## config.mk

```make
export PLATFORM = sky130hd
export DESIGN_NAME = pipelined_array_multiplier
export DESIGN_NICKNAME = d
export VERILOG_FILES = /design/src/rtl/arith_pkg.sv /design/src/rtl/array_mult_row.sv /design/src/rtl/pipelined_array_multiplier.sv
export SDC_FILE = /design/constraint.sdc
export NUM_CORES = 1
export LEC_CHECK = 0
export CAP_MARGIN = 20
export CORE_ASPECT_RATIO = 1.25
export CORE_MARGIN = 3
export CORE_UTILIZATION = 60
export CTS_CLUSTER_DIAMETER = 50
export DETAILED_ROUTE_END_ITERATION = 10
export PLACE_DENSITY_LB_ADDON = 0.3
export REMOVE_ABC_BUFFERS = 1
export SYNTH_ARGS = -nofsm -noshare
export SYNTH_HDL_FRONTEND = slang
export SYNTH_HIERARCHICAL = 1
export SYNTH_SLANG_ARGS = --single-unit
```

## constraint.sdc

```tcl
create_clock -name clk -period 3.2 [get_ports clk]
set_input_delay 0.32 -clock clk [delete_from_list [all_inputs] [get_ports clk]]
set_output_delay 0.32 -clock clk [all_outputs]
set_load 0.02 [all_outputs]
```

## src/rtl/arith_pkg.sv

```systemverilog
// Shared arithmetic helpers: stage-count math and Baugh-Wooley correction constants.
package arith_pkg;

  // Ceiling log2, with clog2(1) == 0.
  function automatic int clog2(input int value);
    int r;
    int v;
    r = 0;
    v = value - 1;
    while (v > 0) begin
      r++;
      v = v >> 1;
    end
    return r;
  endfunction

  // Stage 0 registers the partial products; each later stage holds up to r ripple rows.
  function automatic int mult_stages(input int n, input int r);
    return (n - 1 + r - 1) / r + 1;
  endfunction

  // Baugh-Wooley correction ones sit at column N + BW_COL_LO_OFS and column 2N - BW_COL_HI_BACK.
  localparam int BW_COL_LO_OFS  = 0;
  localparam int BW_COL_HI_BACK = 1;
  localparam int BW_MAX_W       = 64;

  // Full 2N-bit correction constant for an N-bit signed product (N <= 32).
  function automatic logic [BW_MAX_W-1:0] bw_corr(input int n);
    logic [BW_MAX_W-1:0] v;
    v = '0;
    v[n + BW_COL_LO_OFS]      = 1'b1;
    v[2 * n - BW_COL_HI_BACK] = 1'b1;
    return v;
  endfunction

endpackage

```

## src/rtl/array_mult_row.sv

```systemverilog
// One carry-save ripple row of the array multiplier plus its adder cells.
module half_adder (
  input  logic a,
  input  logic b,
  output logic s,
  output logic co
);
  assign s  = a ^ b;
  assign co = a & b;
endmodule

module full_adder (
  input  logic a,
  input  logic b,
  input  logic ci,
  output logic s,
  output logic co
);
  assign s  = a ^ b ^ ci;
  assign co = (a & b) | (a & ci) | (b & ci);
endmodule

// Row i adds partial-product row i into the running sum/carry vectors.
// Incoming sum bit s_in[k+1] and carry c_in[k] both weigh the same as pp[k];
// the new sum bit 0 is settled and leaves as product bit i.
module array_mult_row #(
  parameter int N = 8
) (
  input  logic [N-1:1] s_in,
  input  logic [N-1:0] c_in,
  input  logic [N-1:0] pp,
  output logic [N-1:1] s_out,
  output logic [N-1:0] c_out,
  output logic         bit_out
);
  logic [N-1:0] sum;

  for (genvar k = 0; k < N - 1; k++) begin : g_fa
    full_adder u_fa (
      .a  (pp[k]),
      .b  (c_in[k]),
      .ci (s_in[k+1]),
      .s  (sum[k]),
      .co (c_out[k])
    );
  end

  // Top column has no incoming sum bit from above.
  half_adder u_ha (
    .a  (pp[N-1]),
    .b  (c_in[N-1]),
    .s  (sum[N-1]),
    .co (c_out[N-1])
  );

  assign s_out   = sum[N-1:1];
  assign bit_out = sum[0];
endmodule

```

## src/rtl/pipelined_array_multiplier.sv

```systemverilog
// N x N carry-save array multiplier, registered every ROWS_PER_ST rows,
// unsigned or Baugh-Wooley signed per beat, valid/ready with global stall.
module pipelined_array_multiplier
  import arith_pkg::*;
#(
  parameter int N           = 8,
  parameter int ROWS_PER_ST = 2,
  parameter int TAG_W       = 4
) (
  input  logic             clk,
  input  logic             rst,
  input  logic             in_valid,
  output logic             in_ready,
  input  logic [N-1:0]     A,
  input  logic [N-1:0]     B,
  input  logic             in_signed,
  input  logic [TAG_W-1:0] in_tag,
  output logic             out_valid,
  input  logic             out_ready,
  output logic [2*N-1:0]   P,
  output logic [TAG_W-1:0] out_tag
);

  localparam int R = ROWS_PER_ST;
  localparam int S = mult_stages(N, ROWS_PER_ST);
  localparam logic [BW_MAX_W-1:0] BW_CORR = bw_corr(N);
  localparam logic [N-1:0]        CORR_HI = BW_CORR[2*N-1:N];

  // Stage that settles product bit / consumes pp row r (row 0 seeds stage 1).
  function automatic int row_stage(input int r);
    return (r == 0) ? 1 : (r - 1) / R + 1;
  endfunction

  logic                    adv;
  logic [S:0]              vld_pipe;
  logic [S-1:0]            sgn_q;
  logic [TAG_W-1:0]        tag_q [0:S-1];
  logic [N-1:0][N-1:0]     pp_d;
  logic [N-1:0][N-1:0]     pp_q  [0:S-2];
  logic [N-1:1]            s_q   [1:S-1];
  logic [N-1:0]            c_q   [1:S-1];
  logic [N-1:0]            lo_q  [1:S-1];
  logic [S-1:1][N-1:1]     st_s;
  logic [S-1:1][N-1:0]     st_c;
  logic [S-1:1][N-1:0]     lo_d;
  logic [N-1:1]            row_s_in [1:N-1];
  logic [N-1:0]            row_c_in [1:N-1];
  logic [N-1:1]            row_s    [1:N-1];
  logic [N-1:0]            row_c    [1:N-1];
  logic [N-1:0]            row_bit;
  logic [N-1:0]            upper;
  logic [2*N-1:0]          p_d;

  assign adv       = !vld_pipe[S] | out_ready;
  assign in_ready  = adv;
  assign out_valid = vld_pipe[S];

  // Partial products; signed beats invert the mixed-sign terms (not the corner).
  always_comb begin
    pp_d = '0;
    for (int i = 0; i < N; i++) begin
      for (int j = 0; j < N; j++) begin
        pp_d[i][j] = (A[j] & B[i]) ^ (in_signed & ((i == N - 1) != (j == N - 1)));
      end
    end
  end

  // Ripple rows 1..N-1; the first row of a stage reads that stage's input register.
  assign row_bit[0] = pp_q[0][0][0];
  for (genvar r = 1; r < N; r++) begin : g_row
    localparam int G     = row_stage(r);
    localparam bit FIRST = ((r - 1) % R) == 0;
    if (!FIRST) begin : g_chain
      assign row_s_in[r] = row_s[r-1];
      assign row_c_in[r] = row_c[r-1];
    end else if (G == 1) begin : g_seed
      assign row_s_in[r] = pp_q[0][0][N-1:1];
      assign row_c_in[r] = '0;
    end else begin : g_reg
      assign row_s_in[r] = s_q[G-1];
      assign row_c_in[r] = c_q[G-1];
    end
    array_mult_row #(.N(N)) u_row (
      .s_in    (row_s_in[r]),
      .c_in    (row_c_in[r]),
      .pp      (pp_q[G-1][r]),
      .s_out   (row_s[r]),
      .c_out   (row_c[r]),
      .bit_out (row_bit[r])
    );
  end

  // Per-stage register inputs: last row's vectors plus the settled low bits so far.
  for (genvar g = 1; g < S; g++) begin : g_st
    localparam int LAST = (g * R < N - 1) ? g * R : N - 1;
    assign st_s[g] = row_s[LAST];
    assign st_c[g] = row_c[LAST];
    for (genvar b = 0; b < N; b++) begin : g_lo
      if (row_stage(b) == g) begin : g_new
        assign lo_d[g][b] = row_bit[b];
      end else if (row_stage(b) < g) begin : g_old
        assign lo_d[g][b] = lo_q[g-1][b];
      end else begin : g_none
        assign lo_d[g][b] = 1'b0;
      end
    end
  end

  // Final carry-propagate row; the correction only affects the upper half.
  assign upper = {1'b0, s_q[S-1]} + c_q[S-1] + (sgn_q[S-1] ? CORR_HI : '0);
  assign p_d   = {upper, lo_q[S-1]};

  // Datapath stage registers: load only valid beats so bubbles never drag X forward.
  always_ff @(posedge clk) begin
    if (adv) begin
      if (in_valid) begin
        pp_q[0]  <= pp_d;
        sgn_q[0] <= in_signed;
        tag_q[0] <= in_tag;
      end
      for (int g = 1; g < S; g++) begin
        if (vld_pipe[g-1]) begin
          s_q[g]   <= st_s[g];
          c_q[g]   <= st_c[g];
          lo_q[g]  <= lo_d[g];
          sgn_q[g] <= sgn_q[g-1];
          tag_q[g] <= tag_q[g-1];
        end
      end
      for (int g = 1; g < S - 1; g++) begin
        if (vld_pipe[g-1]) pp_q[g] <= pp_q[g-1];
      end
    end
  end

  // Valid chain and output register: the only flops that see reset.
  always_ff @(posedge clk) begin
    if (rst) begin
      vld_pipe <= '0;
      P        <= '0;
      out_tag  <= '0;
    end else if (adv) begin
      vld_pipe <= {vld_pipe[S-1:0], in_valid};
      if (vld_pipe[S-1]) begin
        P       <= p_d;
        out_tag <= tag_q[S-1];
      end
    end
  end

endmodule
```

==> key figures <==
Outcome
  • Status: complete, no violations

Die
  • Die Y: 152 µm
  • Die ar.: approximately 19000 µm²
  • Initial core utilization: 62.1%
  • Core area: 16500 µm²
  • Ports: 47
  • DIE WIDTH: ~120 µm
  • Row Count: 52

GRT
  • Tot GR Track Use: 16.2%
  • GR Overflow Total: 0
  • Vias in the first global route: 4875
  • Initial antenna violation count: 0
  • First-pass GRT wire length: 23900 µm
  • Largest net degree at the start of global routing: 70

Layout
  • ANT cells: 0
  • FF+latch area: approximately 7800 µm²
  • Multi-input logic area: between 2000 and 2500 µm²
  • Fillers: 1017
  • Layout area overhead: 14.5%
  • Post-layout instance area: 11700 µm²
  • Final nets: 707
  • Post-Route Utilization: between 70 and 80%
  • Share of cells above drive strength 1: 6.77%

Clock tree
  • Clk root buf: clkbuf_16
  • Clk Latency, worst-skew pair: 0.51 ns
  • CTS H-tree lvls: 1
  • # resized after CTS: 0
  • CTS buffer count: 24
  • CTS Sinks: 270
  • Clk buf depth: 3
  • CTS tree: built
  • Clock slew at reported path FFs: around 0.06 ns
  • Post-CTS setup buffer count: 0
  • # hold bufs at CTS: 0

Timing
  • Setup Viol. Count Final: 0
  • Min cycle time layout: 2.54 ns
  • Fin. max-slew vios: 0
  • RSZ-0062 raised after global routing: false
  • Fmax achieved: 0.394 GHz
  • Final hold slack: 0.370 ns
  • Layout Skew: around 0.013 ns
  • Relative slew slack: 40.2%
  • Setup TNS: 0 ns
  • Period utilization: 79.3%
  • Hold Vio Cnt, Final: 0
  • Slew at the pin closest to its max-slew limit: 0.894 ns

Pwr
  • Pwr Density: 602 nW/µm²
  • Final Power: 7.05 mW
  • Maximum vdd drop: 508 µV
  • Leakage power: 4.01 nW

Job
  • Max-cap violations: 0

Synth
  • Synth area leaders: edfxtp_1 72%, fa_1 10%, dfxtp_1 5.1%
  • Syn_area_per_cell: 18.7 µm²
  • Most frequent cells after synthesis: 244 x edfxtp_1, 54 x nand2_1, 52 x and2_1
  • Part of the Yosys area used for sequential elements: 76.7%
  • Post-synth cell types: 38
  • Count leader, synth: edfxtp_1
  • Cell count after synthesis: 547
  • Area leader, netlist: edfxtp_1
  • Main flop type after synthesis: edfxtp_1
  • Top cell type's share of synthesized area: roughly 70%
  • Ys async rst share: 0%
  • Synthesized cell area: approximately 10000 µm²
  • EDFF count, synth: 244
  • Seq cells post-synth: 270
  • Ys Warns: 14

Placed design
  • Final HPWL DP: between 9000 and 10000 µm
  • DP Area: 11000 µm²
  • IO Port Bufs: 46
  • Gpl congestion: 0.763

Hold path
  • Hold path startpoint: in_tag[1]
  • Hold depth: 1
  • Hold EP: tag_q[0][1]
  • Hold WC Path Type: in -> reg

Route
  • DR vias: 4487
  • # DRC: 0
  • Iteration-0 DRC Markers: approximately 310
  • Vias per cell: between 5 and 6
  • Post-DRT Antenna Nets: 0
  • 1st-pass router iterations: 4
  • Routed wire length: 14200 µm
  • Post-DR wirelength/cell: around 17 µm

Worst setup path
  • Critical path class: reg -> out
  • R2r worst-path depth: 5
  • R2R Path End: P[15]
  • Critical path capture point type: primary output
  • CP Launch Type: flop
  • Critical Path AT: 2.22 ns
  • Worst reg2reg path startpoint: sgn_q[4]
  • Worst-path maximum fanout: 12
  • CP required: between 2 and 3 ns
  • Reg2Reg Setup Slack: 0.94 ns
## sequential cells by signal (all words and copies together) (netlist names)
name,flops
tag_q,20
P,16
s_q,28
vld_pipe,6
sgn_q,5
pp_q,139
lo_q,20
c_q,32
out_tag,4
## worst max-delay path by stage
stage	to	slack, ns	startpoint
finish	in_ready	0.66	vld_pipe[5]
global route	in_ready	0.54	vld_pipe[5]
CTS	in_ready	0.67	vld_pipe[5]
detailed placement	P[15]	0.75	out_ready
global placement	pp_q[1][0]	0.90	out_ready
floorplan	pp_q[0][0]	0.42	vld_pipe[5]
## power by group
part	total [mW]	internal, mW	switching, mW
Clock	2.63	1.51	1.12
Sequential	4.08	4.03	0.0531
Combinational	0.340	0.148	0.192
## layout by cell type (no fill, tap or decap), drive strengths merged, types with 2 or more instances in the layout
cell type	n
o2111ai	5
nand4	3
clkbuf	33
clkdlybuf4s50	46
fa	51
nor2b	2
o21a	3
conb	8
nand3	3
and2	52
xnor2	16
nor2	6
nor3b	2
a21oi	21
nand2	54
nor3	2
or3	2
inv	10
clkinv	9
dfxtp	26
a211oi	2
or2	2
ha	13
edfxtp	244
buf	6
## worst max-delay path, stage by stage, from the launching register on
cell and delay (ns):
dfxtp_1 0.32, nor2b_1 0.46, inv_1 0.32, clkdlybuf4s50_1 0.62
## per-layer routing
metal / global-route usage, % / share of wire (%) / vias up
met5: 0 / 0 / -
met4: 5.12 / 2.7 / 0
met3: 2.45 / 4.0 / 33
met2: 29.3 / 55 / 104
met1: 19.8 / 38 / 2239
li1: - / - / 2111
## logic make-up after synthesis
logic type / count (synthesis) / share of synthesized area, %
flops: 270 / 76.7
other cells: 1 / 0.0367
simple gates: 131 / 6.60
buf+inv: 25 / 1.08
fa+ha+maj: 64 / 11.6
compound gates: 39 / 2.54
xor+xnor: 17 / 1.46
## stage by stage
stage	cells	setup slack, ns
after floorplan	540	0.422
after global placement	808	0.898
after detailed placement	808	0.746
after CTS	851	0.674
after global routing	851	0.536
final	851	0.662
## cell type report
type	instances	area share, %
clock inverters	10	0.598
repair buffers	52	4.53
clock buffers	33	5.60
inverters	11	0.352
well taps	216	2.31
multi-input cells	259	19.6
flip-flops and latches	270	67.0
Power figures use the tool's default switching activity.
